<file path="src/rtl/pipe_stage_reg.sv">
// Valid/ready inter-stage register: 1-cycle latency, flush squashes held entries, saturating stall counter.
// Define PIPE_SKID_EN to add a skid entry so in_ready is registered; otherwise in_ready = ~out_valid | out_ready.
module pipe_stage_reg #(
  parameter int CTRL_W = 10,
  parameter int DATA_W = 160,
  parameter int RN_W   = 5,
  parameter int CNT_W  = 16
) (
  input  logic              clock,
  input  logic              resetn,
  input  logic              flush,
  input  logic              in_valid,
  output logic              in_ready,
  input  logic [CTRL_W-1:0] in_ctrl,
  input  logic [DATA_W-1:0] in_data,
  input  logic [RN_W-1:0]   in_rn,
  output logic              out_valid,
  input  logic              out_ready,
  output logic [CTRL_W-1:0] out_ctrl,
  output logic [DATA_W-1:0] out_data,
  output logic [RN_W-1:0]   out_rn,
  output logic [CNT_W-1:0]  stall_cnt
);

  localparam logic [CNT_W-1:0] CNT_MAX = '1;
  localparam logic [CNT_W-1:0] CNT_ONE = CNT_W'(1);

  logic [CTRL_W-1:0] m_ctrl_q, m_ctrl_d;
  logic [DATA_W-1:0] m_data_q, m_data_d;
  logic [RN_W-1:0]   m_rn_q,   m_rn_d;
  logic [CNT_W-1:0]  stall_cnt_q, stall_cnt_d;
  logic              in_xfer, out_xfer;

  assign in_xfer  = in_valid & in_ready;
  assign out_xfer = out_valid & out_ready;

`ifdef PIPE_SKID_EN
  typedef enum logic [1:0] {ST_EMPTY, ST_FULL, ST_SKID} state_t;

  state_t            state_q, state_d;
  logic [CTRL_W-1:0] s_ctrl_q, s_ctrl_d;
  logic [DATA_W-1:0] s_data_q, s_data_d;
  logic [RN_W-1:0]   s_rn_q,   s_rn_d;

  // Ready comes straight from the state flop, so out_ready never reaches in_ready.
  assign in_ready  = (state_q != ST_SKID);
  assign out_valid = (state_q != ST_EMPTY);

  always_comb begin
    state_d  = state_q;
    m_ctrl_d = m_ctrl_q;
    m_data_d = m_data_q;
    m_rn_d   = m_rn_q;
    s_ctrl_d = s_ctrl_q;
    s_data_d = s_data_q;
    s_rn_d   = s_rn_q;
    if (flush) begin
      state_d  = ST_EMPTY;
      m_ctrl_d = '0;
      m_rn_d   = '0;
    end else begin
      case (state_q)
        ST_EMPTY: begin
          if (in_xfer) begin
            m_ctrl_d = in_ctrl;
            m_data_d = in_data;
            m_rn_d   = in_rn;
            state_d  = ST_FULL;
          end
        end
        ST_FULL: begin
          if (in_xfer && out_xfer) begin
            m_ctrl_d = in_ctrl;
            m_data_d = in_data;
            m_rn_d   = in_rn;
          end else if (in_xfer) begin
            s_ctrl_d = in_ctrl;
            s_data_d = in_data;
            s_rn_d   = in_rn;
            state_d  = ST_SKID;
          end else if (out_xfer) begin
            m_ctrl_d = '0;
            m_rn_d   = '0;
            state_d  = ST_EMPTY;
          end
        end
        ST_SKID: begin
          if (out_xfer) begin
            m_ctrl_d = s_ctrl_q;
            m_data_d = s_data_q;
            m_rn_d   = s_rn_q;
            state_d  = ST_FULL;
          end
        end
        default: state_d = ST_EMPTY;
      endcase
    end
  end

  always_ff @(posedge clock) begin
    if (!resetn) begin
      state_q  <= ST_EMPTY;
      s_ctrl_q <= '0;
      s_data_q <= '0;
      s_rn_q   <= '0;
    end else begin
      state_q  <= state_d;
      s_ctrl_q <= s_ctrl_d;
      s_data_q <= s_data_d;
      s_rn_q   <= s_rn_d;
    end
  end
`else
  logic m_valid_q, m_valid_d;

  assign in_ready  = ~m_valid_q | out_ready;
  assign out_valid = m_valid_q;

  always_comb begin
    m_valid_d = m_valid_q;
    m_ctrl_d  = m_ctrl_q;
    m_data_d  = m_data_q;
    m_rn_d    = m_rn_q;
    if (flush) begin
      m_valid_d = 1'b0;
      m_ctrl_d  = '0;
      m_rn_d    = '0;
    end else if (in_xfer) begin
      m_valid_d = 1'b1;
      m_ctrl_d  = in_ctrl;
      m_data_d  = in_data;
      m_rn_d    = in_rn;
    end else if (out_xfer) begin
      // Bubble: control and destination cleared, data left as-is.
      m_valid_d = 1'b0;
      m_ctrl_d  = '0;
      m_rn_d    = '0;
    end
  end

  always_ff @(posedge clock) begin
    if (!resetn) m_valid_q <= 1'b0;
    else         m_valid_q <= m_valid_d;
  end
`endif

  always_comb begin
    stall_cnt_d = stall_cnt_q;
    if (out_valid && !out_ready && !flush && (stall_cnt_q != CNT_MAX))
      stall_cnt_d = stall_cnt_q + CNT_ONE;
  end

  always_ff @(posedge clock) begin
    if (!resetn) begin
      m_ctrl_q    <= '0;
      m_data_q    <= '0;
      m_rn_q      <= '0;
      stall_cnt_q <= '0;
    end else begin
      m_ctrl_q    <= m_ctrl_d;
      m_data_q    <= m_data_d;
      m_rn_q      <= m_rn_d;
      stall_cnt_q <= stall_cnt_d;
    end
  end

  assign out_ctrl  = m_ctrl_q;
  assign out_data  = m_data_q;
  assign out_rn    = m_rn_q;
  assign stall_cnt = stall_cnt_q;

endmodule

</file>
<file path="config.mk">
export PLATFORM = sky130hd
export DESIGN_NAME = pipe_stage_reg
export DESIGN_NICKNAME = d
export VERILOG_FILES = /design/src/rtl/pipe_stage_reg.sv
export SDC_FILE = /design/constraint.sdc
export NUM_CORES = 1
export LEC_CHECK = 0
export CAP_MARGIN = 5
export CORE_AREA = 2 2 146 148
export DETAILED_ROUTE_END_ITERATION = 6
export DIE_AREA = 0 0 148 150
export GPL_TIMING_DRIVEN = 1
export PLACE_DENSITY = 0.71
export SLEW_MARGIN = 10
export SYNTH_ARGS = -nofsm -noshare
export SYNTH_HDL_FRONTEND = slang
export SYNTH_SLANG_ARGS = --single-unit
</file>
<file path="constraint.sdc">
create_clock -name clock -period 2.3 [get_ports clock]
set_input_delay 0.23 -clock clock [delete_from_list [all_inputs] [get_ports clock]]
set_output_delay 0.23 -clock clock [all_outputs]
set_load 0.01 [all_outputs]
</file>
==> reports/qor.yml, run 1 <==
clkTransAtPathRegs_ns: 0.08
fin_skew_ns: 0.0124
reg2regPathDepth: 4
grt_pass1_vias: 6653
cts-htree-levels: 4
drv_slew: 0
cts_tree: "built"
final_nets: 1408
synthFlopType: "dfxtp_1"
yosysTopAreaCellShare_pct: 54.8
post_cts_buffers: 0
synth_edf_count: 0
synth-seq-cells: 192
fin_ws_ns: 0.220
min_path_cells: 3
cts.sinks: 192
rows: 53
dieWidth_um: 148
overflow: 0
multi_input_comb_area_um2: 2930
hpwlAfterDp_um: 16200
syn_inst: 876
worstHoldStart: "in_data[63]"
finalCritPeriodShare_pct: 90.4
layout_min_cycle_time_ns: 2.08
area_delta_synth_final_pct: 66.8
remaining_drc_errors: 0
cts-root-buf: "clkbuf_16"
rsz0062_at_grt: "false"
clk_latency_ns: 0.43
drt.antenna.violating_nets: 0
maxCapViolCount: 0
fmax_mhz: 481
ys_types: 33
slowest_delay_ns: 0.50
crit_chain: "buf_4 -> nor2b_1 -> inv_1 -> clkdlybuf4s50_1"
dieHeight_um: 150
dp_cells: 1483
dr.pass1.iters: 5
tns_ns: 0
grt_pass1_wl_um: 35200
netlist_top_cells_count: "nand2_1 (327), dfxtp_1 (192), a21oi_1 (183), clkbuf_1 (64), mux2i_1 (16)"
numPortBuffers: 372
start_kind: "register"
detail_route.iter0.violations: 285
ir_drop_mv: 0.466
relSlewSlack_pct: 68.6
cp_num_buf_inv: 3
cts-hold-fix-buffers: 0
slowest_stage: "clkdlybuf4s50_1"
cp_data_required_time_ns: 2.07
finalNonFillerCells: 1515
clockBufferDepth: 2
syn_area_per_cell_um2: 8.01
crit_family: "buffers and inverters"
yosys-top-cells-area: "dfxtp_1 (55%), nand2_1 (17%), a21oi_1 (13%), clkbuf_1 (3.4%), mux2i_1 (2.3%)"
drive_above_1_share_pct: 5.89
p_leak_nw: 4.19
cts_buffers: 17
grt_antenna_before_repair: 0
cp.arrival_ns: 1.85
status: "complete, no violations"
hold_class: "input pin to register"
wl_per_cell_um: 15.2
core_area_um2: 20700
pre_cts_slack_ns: -0.000626
synth.largest_area_cell: "dfxtp_1"
path_depth: 4
synth.cell_area_um2: 7020
crit_type: "register to output port"
hold_violations: 0
crit_path_end_kind: "output port"
diodes: 0
async_flop_share_pct: 0
grt_max_degree: 94
crit_fanout: 17
cts_resized: 0
startpoint: "out_valid$_SDFFE_PP0P_"
drt_wl_total_um: 23100
seq_area_frac_synth_pct: 54.8
gp_congestion: 0.784
hold_ws_ns: 0.346
avgViaCountPerCell: 4.78
cellPowerDensity_nw_per_um2: 642
grt_usage_pct: 19.7
synth_warnings: 0
die-area_um2: 22200
pin_count: 373
yosysMostFrequentCell: "nand2_1"
syn_nets: 1057
initial_utilization_pct: 33.9
nFillCells: 1914
num_vias: 7239
worstMarginPinSlew_ns: 0.469
r2r_start: "stall_cnt[5]$_SDFFE_PN0P_"
setup_viol: 0
register_area_um2: 3840
-- sequential cells by signal, indices dropped and copies added (netlist names) --
name       flops
out_valid      1
out_ctrl      10
stall_cnt     16
out_data     160
out_rn         5
-- report_power, final --
part,total (mW),internal [mW],leakage [nW],switching [mW]
Combinational,1.10,0.645,2.34,0.460
Sequential,3.53,3.46,1.57,0.0697
Clock,2.88,1.45,0.282,1.43
-- cell type report --
cell class	count	share of cell area, %
clock buffer	18	3.67
inverter	2	0.0855
clock inverter	14	1.21
multi-input combinational	617	25.0
tap	275	2.94
sequential	192	32.8
timing repair buffer	397	34.3
-- worst reg2reg max path, cell delays in order, from the launching register on --
cell and delay [ns]:
dfxtp_1 0.43, nand4_1 0.22, or4_4 0.58, or4_1 0.51
a21oi_1 0.14
-- final timing paths --
| check | to | slack [ns] |
|---|---|---|
| max | in_ready | 0.22 |
| min | out_data[63]$_SDFFE_PN0P_ | 0.35 |
| max reg2reg | stall_cnt[15]$_SDFFE_PN0P_ | 0.37 |
| min reg2reg | out_data[68]$_SDFFE_PN0P_ | 0.45 |
-- routing by layer --
layer  track usage [%]  wire length [um]  vias to the layer above
li1                  -                 -                     3617
met1              23.9              9380                     3313
met2              32.6             11300                      280
met3              6.80              2000                       29
met4              6.62               437                        0
met5                 0                 0                        -
-- cell usage in the layout (no fill, tap or decap), types with 2 or more instances in the layout --
cell / netlist / final
buf_4: 0 / 17
nor2_1: 6 / 6
clkbuf_16: 0 / 17
nand2b_1: 4 / 4
nand4_1: 6 / 6
nor4_1: 2 / 2
or2_2: 13 / 13
inv_6: 0 / 5
clkinv_4: 0 / 3
inv_8: 0 / 3
or3_1: 4 / 4
nand3_1: 9 / 9
a32oi_1: 15 / 15
nand2_1: 327 / 327
mux2i_1: 16 / 16
a21oi_1: 183 / 183
clkinv_8: 0 / 2
o31ai_1: 5 / 5
clkdlybuf4s50_1: 0 / 372
o21ai_0: 7 / 7
buf_12: 0 / 8
or4_1: 6 / 6
nor3b_2: 1 / 2
dfxtp_1: 192 / 192
-- metrics by stage --
stage	cell area (um^2)	util [%]	power, mW
final	11700	56.6	7.52
after global routing	11700	56.6	7.85
after CTS	11700	56.6	7.62
after detailed placement	11100	53.8	4.72
after global placement	11100	53.8	4.71
after floorplan	7020	-	4.00
-- cell families after synthesis --
group	count (synthesis)	share of synthesized area, %
muxes	16	2.28
and+or+nand+nor	386	22.7
adders and majority gates	1	0.178
xor gates and xnor gates	1	0.125
buffers and inverters	67	3.60
AOI/OAI and AO/OA	213	16.3
DFF	192	54.8
Note: power is estimated with default switching activity, not from simulation.
==> inputs of run 2 (changes only) <==
--- a/config.mk
+++ b/config.mk
@@ -10,7 +10,9 @@
 export DETAILED_ROUTE_END_ITERATION = 6
 export DIE_AREA = 0 0 148 150
 export GPL_TIMING_DRIVEN = 1
+export HOLD_SLACK_MARGIN = 0.05
 export PLACE_DENSITY = 0.71
+export REMOVE_ABC_BUFFERS = 1
 export SLEW_MARGIN = 10
 export SYNTH_ARGS = -nofsm -noshare
 export SYNTH_HDL_FRONTEND = slang
==> run 2 against run 1 <==
Effect of this change:
- worst hold slack got worse by 0.016 ns
- power decreased by 0.60%
- clock power decreased by 2%
- cell count increased by 0.46%
- setup slack got worse by 0.0060 ns
- non-clock buffer count increased by 7
- via count decreased by 1.5%
- first-iteration DRC count decreased by 4.6%
- flip-flop and latch count unchanged
- global-route usage increased by 0.20 points
- sequential power about the same
==> reports/qor.yml, run 2 (synthesis results as in run 1) <==
cts_tree: "built"
power_frac_seq_pct: 47.3
min_path_cells: 3
p_leak_nw: 4.22
rsz0062_at_grt: "false"
pin_count: 373
hold_violations: 0
avgViaCountPerCell: 4.69
cts-root-buf: "clkbuf_16"
num_vias: 7133
ir_drop_mv: 0.474
rows: 53
die-area_um2: 22200
layout_min_cycle_time_ns: 2.09
grt_pass1_wl_um: 35300
most-common-layout-cells: "clkdlybuf4s50_1 (372), nand2_1 (327), dfxtp_1 (192), a21oi_1 (183), buf_4 (22)"
path_depth: 4
crit_fanout: 17
cts_buffers: 17
dr.pass1.iters: 5
cts-hold-fix-buffers: 0
p_clk_share_pct: 37.7
clkTransAtPathRegs_ns: 0.08
core_area_um2: 20700
hold_ws_ns: 0.330
largest_reg_flops: 160
maxCapViolCount: 0
dieWidth_um: 148
clockBufferDepth: 2
slowest_stage: "clkdlybuf4s50_1"
power.internal_mw: 5.54
crit_family: "buffers and inverters"
worstMarginPinSlew_ns: 0.665
relSlewSlack_pct: 55.6
grt_antenna_before_repair: 1
multi_input_comb_area_um2: 2930
netSwitchingFraction_pct: 25.9
remaining_drc_errors: 0
hpwlAfterDp_um: 16500
fin_ws_ns: 0.214
drive_above_1_share_pct: 6.50
fmax_mhz: 479
final_core_util_pct: 56.9
combPwrFrac_pct: 15.0
gp_congestion: 0.779
final_nets: 1415
drt_wl_total_um: 23000
detail_route.iter0.violations: 272
cellPowerDensity_nw_per_um2: 635
grt_pass1_vias: 6838
dp_cells: 1490
clk_latency_ns: 0.44
hold_class: "input pin to register"
cts_resized: 0
cp_num_buf_inv: 3
grt_max_degree: 89
finalNonFillerCells: 1522
nFillCells: 1903
reg2regPathDepth: 4
register_area_um2: 3840
finalCritPeriodShare_pct: 90.7
cts-htree-levels: 4
slowest_delay_ns: 0.51
p_total_mw: 7.47
initial_utilization_pct: 33.9
crit_type: "register to output port"
crit_path_end_kind: "output port"
start_kind: "register"
wl_per_cell_um: 15.1
p_sw_mw: 1.93
cp_data_required_time_ns: 2.07
grt_usage_pct: 19.9
status: "complete, no violations"
area_delta_synth_final_pct: 67.7
final_common_cell: "clkdlybuf4s50_1"
post_cts_buffers: 0
drv_slew: 0
cp.arrival_ns: 1.86
numPortBuffers: 372
pre_cts_slack_ns: -0.0682
overflow: 0
cts.sinks: 192
dieHeight_um: 150
fin_skew_ns: 0.0110
setup_viol: 0
crit_chain: "buf_4 -> nor2b_2 -> inv_1 -> clkdlybuf4s50_1"
drt.antenna.violating_nets: 0
[run 2: cell types whose count changed in the layout (fill, tap and decap cells not counted), sizes merged]
cell,before,now
buf,25,32
clkbuf,18,17
clkinv,6,5
clkinvlp,0,2
diode,0,1
inv,10,9
[run 2: worst paths after layout]
check	start	to	slack, ns
setup / recovery	out_valid$_SDFFE_PP0P_	in_ready	0.21
hold / removal	in_data[150]	out_data[150]$_SDFFE_PN0P_	0.33
hold reg to reg	out_data[106]$_SDFFE_PN0P_	out_data[106]$_SDFFE_PN0P_	0.45
setup reg to reg	out_valid$_SDFFE_PP0P_	stall_cnt[15]$_SDFFE_PN0P_	0.36
[run 2: power groups by stage]
stage,clock network [mW],logic [mW],registers [mW]
2_1_floorplan,0,0.325,3.68
6_report,2.82,1.12,3.54
3_5_place_dp,0,1.13,3.61
5_1_grt,3.04,1.21,3.55
4_1_cts,2.91,1.13,3.54
3_3_place_gp,0,1.12,3.61
[run 2: final cells by class]
cell class              instances  share of cell area (%)
diodes                          1                  0.0213
well taps                     275                    2.92
multi-input cells             617                    24.9
clock buffers                  17                    3.61
clock inverters                14                    1.06
flip-flops and latches        192                    32.7
repair buffers                404                    34.7
inverters                       2                  0.0851
[run 2: metal layers]
metal / up-vias / global-route usage (%) / routed length, um
li1: 3631 / - / -
met1: 3201 / 22.0 / 8990
met2: 258 / 34.5 / 11400
met3: 43 / 7.16 / 1920
met4: 0 / 8.52 / 616
met5: - / 0 / 0
[run 2: per-stage QoR]
step           cell area, um^2  TNS (ns)
2_1_floorplan             6770  -1165.62
3_3_place_gp             11200   -0.0399
3_5_place_dp             11200    -0.717
4_1_cts                  11800         0
5_1_grt                  11800         0
6_report                 11800         0
[run 2: worst min-delay path: cells and delay by family]
kind	cells	cell delay, ns
AND/OR/NAND/NOR	1	0.05
AO/OA/AOI/OAI	1	0.05
buffers and inverters	1	0.39
